==> src/rtl/cmd_arb_pkg.sv <==
// cmd_arb_pkg: shared defaults, port index type and output register state for cmd_fifo_arbiter
package cmd_arb_pkg;

   localparam int DEF_WIDTH     = 32;
   localparam int DEF_NUM_PORT  = 4;
   localparam int DEF_CNT_WIDTH = 16;
   localparam int MAX_NUM_PORT  = 16;
   localparam int PORT_IDX_W    = $clog2(MAX_NUM_PORT);

   typedef logic [PORT_IDX_W-1:0] port_idx_t;

   typedef enum logic {
      ST_EMPTY = 1'b0,
      ST_FULL  = 1'b1
   } out_state_t;

endpackage

==> src/rtl/cmd_fifo_arbiter_rr_pick.sv <==
// rr_pick: combinational rotating-priority encoder, search starts just after last_grant
module rr_pick
   import cmd_arb_pkg::*;
#(
   parameter int NUM_PORT = DEF_NUM_PORT
) (
   input  logic [NUM_PORT-1:0] req,
   input  port_idx_t           last_grant,
   output logic                gnt_vld,
   output port_idx_t           gnt_idx,
   output logic [NUM_PORT-1:0] gnt_onehot
);

   port_idx_t start;
   int        pidx;

   assign start = (int'(last_grant) >= NUM_PORT - 1) ? '0 : last_grant + 1'b1;

   // walk offsets from farthest to nearest so the nearest requester after start wins
   always_comb begin
      gnt_vld    = 1'b0;
      gnt_idx    = '0;
      gnt_onehot = '0;
      pidx       = 0;
      for (int i = NUM_PORT - 1; i >= 0; i--) begin
         pidx = int'(start) + i;
         if (pidx >= NUM_PORT) pidx = pidx - NUM_PORT;
         if (req[pidx]) begin
            gnt_vld = 1'b1;
            gnt_idx = port_idx_t'(pidx);
         end
      end
      gnt_onehot = gnt_vld ? ({{(NUM_PORT-1){1'b0}}, 1'b1} << gnt_idx) : '0;
   end

endmodule

==> src/rtl/cmd_fifo_arbiter.sv <==
// cmd_fifo_arbiter: round-robin drain of NUM_PORT command FIFOs into one valid/ready output register
// Optional per-port saturating grant counters: define CMD_FIFO_ARBITER_STATS_EN
module cmd_fifo_arbiter
   import cmd_arb_pkg::*;
#(
   parameter int WIDTH     = DEF_WIDTH,
   parameter int NUM_PORT  = DEF_NUM_PORT,
   parameter int CNT_WIDTH = DEF_CNT_WIDTH
) (
   input  logic                        i_clk,
   input  logic                        i_rst,
   input  logic [NUM_PORT*WIDTH-1:0]   i_fifo_data,
   input  logic [NUM_PORT-1:0]         i_fifo_empty,
   output logic [NUM_PORT-1:0]         o_fifo_rd_en,
   output logic                        o_valid,
   output logic [WIDTH-1:0]            o_data,
   output logic [$clog2(NUM_PORT)-1:0] o_port,
   input  logic                        i_ready
`ifdef CMD_FIFO_ARBITER_STATS_EN
   ,
   output logic [NUM_PORT*CNT_WIDTH-1:0] o_grant_cnt
`endif
);

   if (NUM_PORT < 2 || NUM_PORT > MAX_NUM_PORT || CNT_WIDTH < 1) begin : g_bad_cfg
      $error("cmd_fifo_arbiter: NUM_PORT must be 2..16 and CNT_WIDTH at least 1");
   end

   out_state_t          state_q, state_d;
   port_idx_t           last_grant;
   port_idx_t           gnt_idx;
   logic                gnt_vld;
   logic [NUM_PORT-1:0] gnt_onehot;
   logic                load_ok;
   logic                grant;

   rr_pick #(
      .NUM_PORT(NUM_PORT)
   ) u_rr_pick (
      .req       (~i_fifo_empty),
      .last_grant(last_grant),
      .gnt_vld   (gnt_vld),
      .gnt_idx   (gnt_idx),
      .gnt_onehot(gnt_onehot)
   );

   // the register can take a new command when it is empty or being drained this cycle
   assign load_ok      = !o_valid || i_ready;
   assign grant        = gnt_vld && load_ok && !i_rst;
   assign o_fifo_rd_en = grant ? gnt_onehot : '0;

   // output register occupancy
   always_ff @(posedge i_clk or posedge i_rst) begin
      if (i_rst) state_q <= ST_EMPTY;
      else       state_q <= state_d;
   end

   // a grant always refills; otherwise stay full only while the scheduler stalls
   always_comb begin
      state_d = grant ? ST_FULL : (state_q == ST_FULL && !i_ready) ? ST_FULL : ST_EMPTY;
   end

   // occupancy drives the valid flag directly
   always_comb begin
      o_valid = (state_q == ST_FULL);
   end

   // capture the granted head word, its port and advance the rotation pointer
   always_ff @(posedge i_clk or posedge i_rst) begin
      if (i_rst) begin
         o_data     <= '0;
         o_port     <= '0;
         last_grant <= port_idx_t'(NUM_PORT - 1);
      end else if (grant) begin
         o_data     <= i_fifo_data[gnt_idx*WIDTH +: WIDTH];
         o_port     <= gnt_idx[$clog2(NUM_PORT)-1:0];
         last_grant <= gnt_idx;
      end
   end

`ifdef CMD_FIFO_ARBITER_STATS_EN
   for (genvar k = 0; k < NUM_PORT; k++) begin : g_cnt
      logic [CNT_WIDTH-1:0] cnt_q;
      // saturating count of grants to this port
      always_ff @(posedge i_clk or posedge i_rst) begin
         if (i_rst)                               cnt_q <= '0;
         else if (o_fifo_rd_en[k] && cnt_q != '1) cnt_q <= cnt_q + 1'b1;
      end
      assign o_grant_cnt[k*CNT_WIDTH +: CNT_WIDTH] = cnt_q;
   end
`endif

endmodule

==> config.mk <==
export PLATFORM = sky130hd
export DESIGN_NAME = cmd_fifo_arbiter
export DESIGN_NICKNAME = d
export VERILOG_FILES = /design/src/rtl/cmd_arb_pkg.sv /design/src/rtl/cmd_fifo_arbiter_rr_pick.sv /design/src/rtl/cmd_fifo_arbiter.sv
export SDC_FILE = /design/constraint.sdc
export NUM_CORES = 1
export LEC_CHECK = 0
export CELL_PAD_IN_SITES_DETAIL_PLACEMENT = 0
export CELL_PAD_IN_SITES_GLOBAL_PLACEMENT = 1
export CORE_MARGIN = 5
export CORE_UTILIZATION = 31
export CTS_BUF_LIST = sky130_fd_sc_hd__clkbuf_4 sky130_fd_sc_hd__clkbuf_8 sky130_fd_sc_hd__clkbuf_16
export DETAILED_ROUTE_END_ITERATION = 8
export PLACE_DENSITY = 0.95
export RECOVER_POWER = 25
export SETUP_SLACK_MARGIN = 0.4
export SLEW_MARGIN = 20
export SYNTH_ARGS = -nofsm -noshare
export SYNTH_HDL_FRONTEND = slang
export SYNTH_SLANG_ARGS = --single-unit
export TNS_END_PERCENT = 100
==> constraint.sdc <==
create_clock -name i_clk -period 12.2 [get_ports i_clk]
set_input_delay 2.44 -clock i_clk [delete_from_list [all_inputs] [get_ports i_clk]]
set_output_delay 2.44 -clock i_clk [all_outputs]
set_load 0.005 [all_outputs]
# [Word-level counts from Yosys, hierarchy flattened]
# Cells that the tools add are included.
[word_totals] wordCells=60 reg_bits=39 out_inout_bits=39 inputBits=135
[op_classes] bitwise=1 n_shift=2 muxes=29 reduce_logical=7 add_sub_neg=8 n_lt_le_gt_ge=9
[op_table] op="$lt 32x4->1 const B" count=4
[op_table] op="$mux 32" count=4
[op_table] op="$shiftx 128x10->32" count=1
[op_table] op="$ge 32x4->1 const B" count=3
[op_table] op="$sub 32x4->32 const B" count=3
[op_table] op="$mux 4" count=7
[op_table] op="$mux 1" count=14
[op_table] op="$add 4x2->5 const B" count=2
[op_table] op="$bmux 1 s2" count=4
[op_table] op="$add 4x1->5 const B" count=1
[op_table] op="$sub 4x3->5 const B" count=1
[op_table] op="$add 4x1->4 const B" count=1
[op_table] op="$ge 4x2->1 const B" count=1
[op_table] op="$ge 4x3->1 const B" count=1
[op_table] op="$not 4->4" count=1
[op_table] op="$shl 1x4->4 const A" count=1
[op_table] op="$logic_and 1x1->1" count=3
[op_table] op="$logic_not 1->1" count=3
[op_table] op="$logic_or 1x1->1" count=1

# [Logic depth before layout (Yosys ltp)]
[logic_depth] ltp_word=15 mapped_depth=18 mapped_depth_nobuf=14

# [Cells and area by module]
# Synthesis repeated with hierarchy kept, for this count alone.
[hier_totals] hier_cells=255 hier_area_um2=3113.0
[modules_own_cells] mod="cmd_fifo_arbiter" seq_area_each_um2=978.4 n_inst=1 area_each_um2=2259.7 cells_per_inst=142
[modules_own_cells] mod="rr_pick" seq_area_each_um2=0.0 n_inst=1 area_each_um2=853.3 cells_per_inst=113

# [Least setup slack after synthesis]
# OpenSTA, ideal clock, no wires.
[synth_path] path_type="input -> output" start="input port i_fifo_empty[3]" end="output port o_fifo_rd_en[1]" cell_stages=8 path_slack_ps=5626 t_arrival_ps=4134 cell_sequence="nor2b_1 o21ai_0 a21o_1 mux2_2 o221ai_4 o211ai_4 buf_6 nor3_1"
[synth_between] elab_chain_len=11
[synth_rtl] item="from (decl)" line="cmd_fifo_arbiter.sv:13" rtl="input logic [NUM_PORT-1:0] i_fifo_empty,"
[synth_rtl] item="$not 4->4 *" line="cmd_fifo_arbiter.sv:40" rtl=".req (~i_fifo_empty),"
[synth_rtl] item="$bmux 1 s2" line="cmd_fifo_arbiter_rr_pick.sv:28" rtl="if (req[pidx]) begin"
[synth_rtl] item="$mux 1 (implied by the code) (2 in series)" line="cmd_fifo_arbiter_rr_pick.sv:28"
[synth_rtl] item="$mux 4 or $mux 1 (tied branches) (4 in series)" line="cmd_fifo_arbiter_rr_pick.sv:28"
[synth_rtl] item="$shl 1x4->4 or $logic_and 1x1->1 (tied branches)" line="cmd_fifo_arbiter_rr_pick.sv:33, cmd_fifo_arbiter.sv:49"
[synth_rtl] item="$mux 4 or $logic_and 1x1->1 (tied branches)" line="cmd_fifo_arbiter_rr_pick.sv:33, cmd_fifo_arbiter.sv:49"
[synth_rtl] item="$mux 4 *" line="cmd_fifo_arbiter.sv:50" rtl="assign o_fifo_rd_en = grant ? gnt_onehot : '0;"
[synth_rtl] item="to (decl)" line="cmd_fifo_arbiter.sv:14" rtl="output logic [NUM_PORT-1:0] o_fifo_rd_en,"
# Mark *: on every way between the ends. The rest lies on a longest branch, timed or not. The select of a mux whose other input is x is not followed.

# [Final worst setup path]
[layout_path] start="input port i_fifo_empty[3]" end="output port o_fifo_rd_en[0]"
# The elaborated chain is that of the path after synthesis.

==> flow_summary.toml <==
[critical_path]
reg2reg_slack_ns = 7.27
crit_type = "in -> out"
reg2reg_from = "last_grant[0]$_DFFE_PP1P_"
cp_slowest_cell = "a211oi_1"
r2r-end = "o_data[18]$_DFFE_PP0P_"
crit_path_end_kind = "output pin"
critical_path.max_stage_delay_ns = 0.67
cp.arrival_ns = 6.30
start_kind = "input port"
path_buf_inv = 4
crit_family = "buffers and inverters"
r2r_cells = 12
cp_max_fo = 66
cp.required_ns = 9.76
crit_chain = "clkdlybuf4s50_1, nor2b_1, a211oi_1, a21o_1, a21o_2, buf_4, a21o_2, buf_4, nor2_1, and4_1, clkdlybuf4s50_1"

[run_status]
failed_checks = "capacitance limit, slew limit"
status = "finished with violations"

[power_and_ir_drop]
vdd_drop_max_mv = 0.147
p_leak_nw = 2.34
p_per_area_nw_per_um2 = 258

[grt]
antenna_found_initial = 0
track_usage = 0.177
grt_max_degree = 79
grt_pass1_vias = 4225
grt.overflow.total = 0
grt_pass1_wl_um = 20700

[clock_network]
cts_buffers = 5
path_clk_slew_ns = 0.05
numClockSinks = 39
cts_resized = 0
htreeDepth = 2
post_cts_buffers = 0
clock_latency_ns = 0.27
cts.hold.buffers_added = 0
cts_tree = "yes"
cts_root_buffer = "clkbuf_16"
cts_max_path_buffers = 2

[floorplanning]
io_pins = 174
dieArea_sq_um = 14000
die_h_um = 118
start_util = 0.317
core-area_sq_um = 11500
die_w_um = 118
num_rows = 39

[timing]
final-hold-violation-count = 0
setup_viol = 0
relSlewSlack = -0.0129
clock_skew_ns = 0.00621
setup_ws_ns = 3.46
fin_hold_ws_ns = 0.473
grt_setup_unrepaired = "false"
max_freq_ghz = 0.114
min_period_over_period = 0.717
finalCriticalPeriod_ns = 8.74
final_max_slew_viol_count = 40
fin_tns_setup_ns = 0
worstMarginPinSlew_ns = 1.52

[min_path]
hold_path.class = "reg -> reg"
holdPathEnd = "o_data[17]$_DFFE_PP0P_"
hp-start = "o_data[17]$_DFFE_PP0P_"
holdPathStages = 2

[route]
ant_nets = 0
drc = 0
wl_um = 12900
detail_route.vias_per_cell = 5.36
first_iter_violations = 133
wire_per_inst_um = 17.1
drt-pass1-iter-count = 4
via_count = 4041

[flow_run]
drv_cap = 1

[layout]
nNetsFinal = 760
seqCellArea_sq_um = 978
instances_no_fill = 754
diodes = 0
areaGrowthSynthToFinish_pct = 53.3
drive_gt1_frac = 0.0524
fillCellCount = 1102
multiInputGateArea_sq_um = 2200

[placement]
pre_cts_ws_ns = 3.46
placedCellCount = 746
io_buffers = 173
dp_hpwl_um = 9720
gp_congestion = 0.904

[synthesis]
avgSynthCellArea_sq_um = 7.88
syn_area_sq_um = 3630
synth_cell_types = 45
synth-edff-count = 0
synth_ff_type = "dfrtp_1"
ys_async_sr_fraction = 1.00
yosys_warnings = 0
ys_seq_area_frac = 0.269
ys_ff_latch = 39
syn_inst = 461
## logic make-up after synthesis
family,count (synthesis),share of synthesized area
other,2,0.00207
and+or+nand+nor,79,0.0927
xor gates and xnor gates,2,0.00482
buffers and inverters,119,0.139
adders and majority gates,15,0.0517
muxes,8,0.0300
AOI/OAI and AO/OA,197,0.411
DFF,39,0.269
## worst register-to-register path, cell delays in order (launching register included)
cell       delay [ns]
dfstp_2          0.60
ha_1             0.20
or4_1            0.39
clkinv_4         0.53
ha_1             0.59
o221a_2          0.21
o22ai_1          0.14
a2111oi_4        0.35
buf_4            0.59
a21o_2           0.24
buf_4            0.53
a211oi_1         0.19
o31ai_1          0.28
## power breakdown
| part | total (W) | internal, W | leakage [nW] | switching [W] |
|---|---|---|---|---|
| Sequential | 0.000219 | 0.000185 | 0.517 | 0.0000345 |
| Clock | 0.000128 | 0.0000800 | 0.0747 | 0.0000483 |
| Combinational | 0.00109 | 0.000425 | 1.75 | 0.000666 |
## per-layer routing
layer,vias to the layer above,track usage,part of all wire
li1,1978,-,-
met1,1892,0.205,0.42
met2,153,0.323,0.50
met3,18,0.0468,0.067
met4,0,0.0444,0.019
met5,-,0,0
## cells in the final DEF, fill, tap and decap left out, types with 8 or more instances in the layout
cell type          n
a211oi_1         131
a21oi_1            8
o31ai_1           32
nand2_1           50
nor2_1            10
ha_1              15
dfrtp_1           37
clkdlybuf4s50_1  172
conb_1             9
inv_1             72
## state kept, by name, summed over array words and instances, names as in the netlist
name        flops
o_valid         1
last_grant      4
o_data         32
o_port          2
## cell type report
| class | instances | share of cell area |
|---|---|---|
| clock buffer | 7 | 0.0252 |
| sequential | 39 | 0.176 |
| timing repair buffer | 180 | 0.320 |
| clock inverter | 1 | 0.000899 |
| multi-input combinational | 310 | 0.395 |
| tap | 143 | 0.0321 |
| inverter | 74 | 0.0508 |
## metrics by stage
step	util	total power [W]	cell area [sq um]
detailed placement	0.473	0.00131	5420
finish	0.486	0.00144	5570
global placement	0.473	0.00128	5420
CTS	0.486	0.00144	5570
floorplan	-	0.000998	3660
global route	0.486	0.00156	5570
## cell usage after synthesis (3+ instances only)
master	number	area (sq um)
dfrtp_1	37	926
o31ai_1	32	240
o21ai_0	7	35.0
mux2_2	3	33.8
buf_2	9	45.0
and2_1	3	18.8
clkbuf_1	25	93.8
a21oi_1	8	40.0
inv_1	72	270
nand2_1	50	188
nor3_1	7	35.0
ha_1	15	188
mux2i_1	3	30.0
a21o_1	5	37.5
a211oi_1	131	983
buf_6	5	56.3
nor2_1	10	37.5
buf_1	5	18.8
## worst max-delay path by stage
stage,startpoint,to,cells after the start
finish,i_fifo_empty[3],o_fifo_rd_en[0],11
floorplan,i_fifo_empty[3],o_fifo_rd_en[1],8
global placement,i_fifo_empty[3],o_fifo_rd_en[0],11
global route,i_fifo_empty[3],o_fifo_rd_en[0],11
detailed placement,i_fifo_empty[3],o_fifo_rd_en[0],11
CTS,i_fifo_empty[3],o_fifo_rd_en[0],11
(Power assumes the default switching activity.)
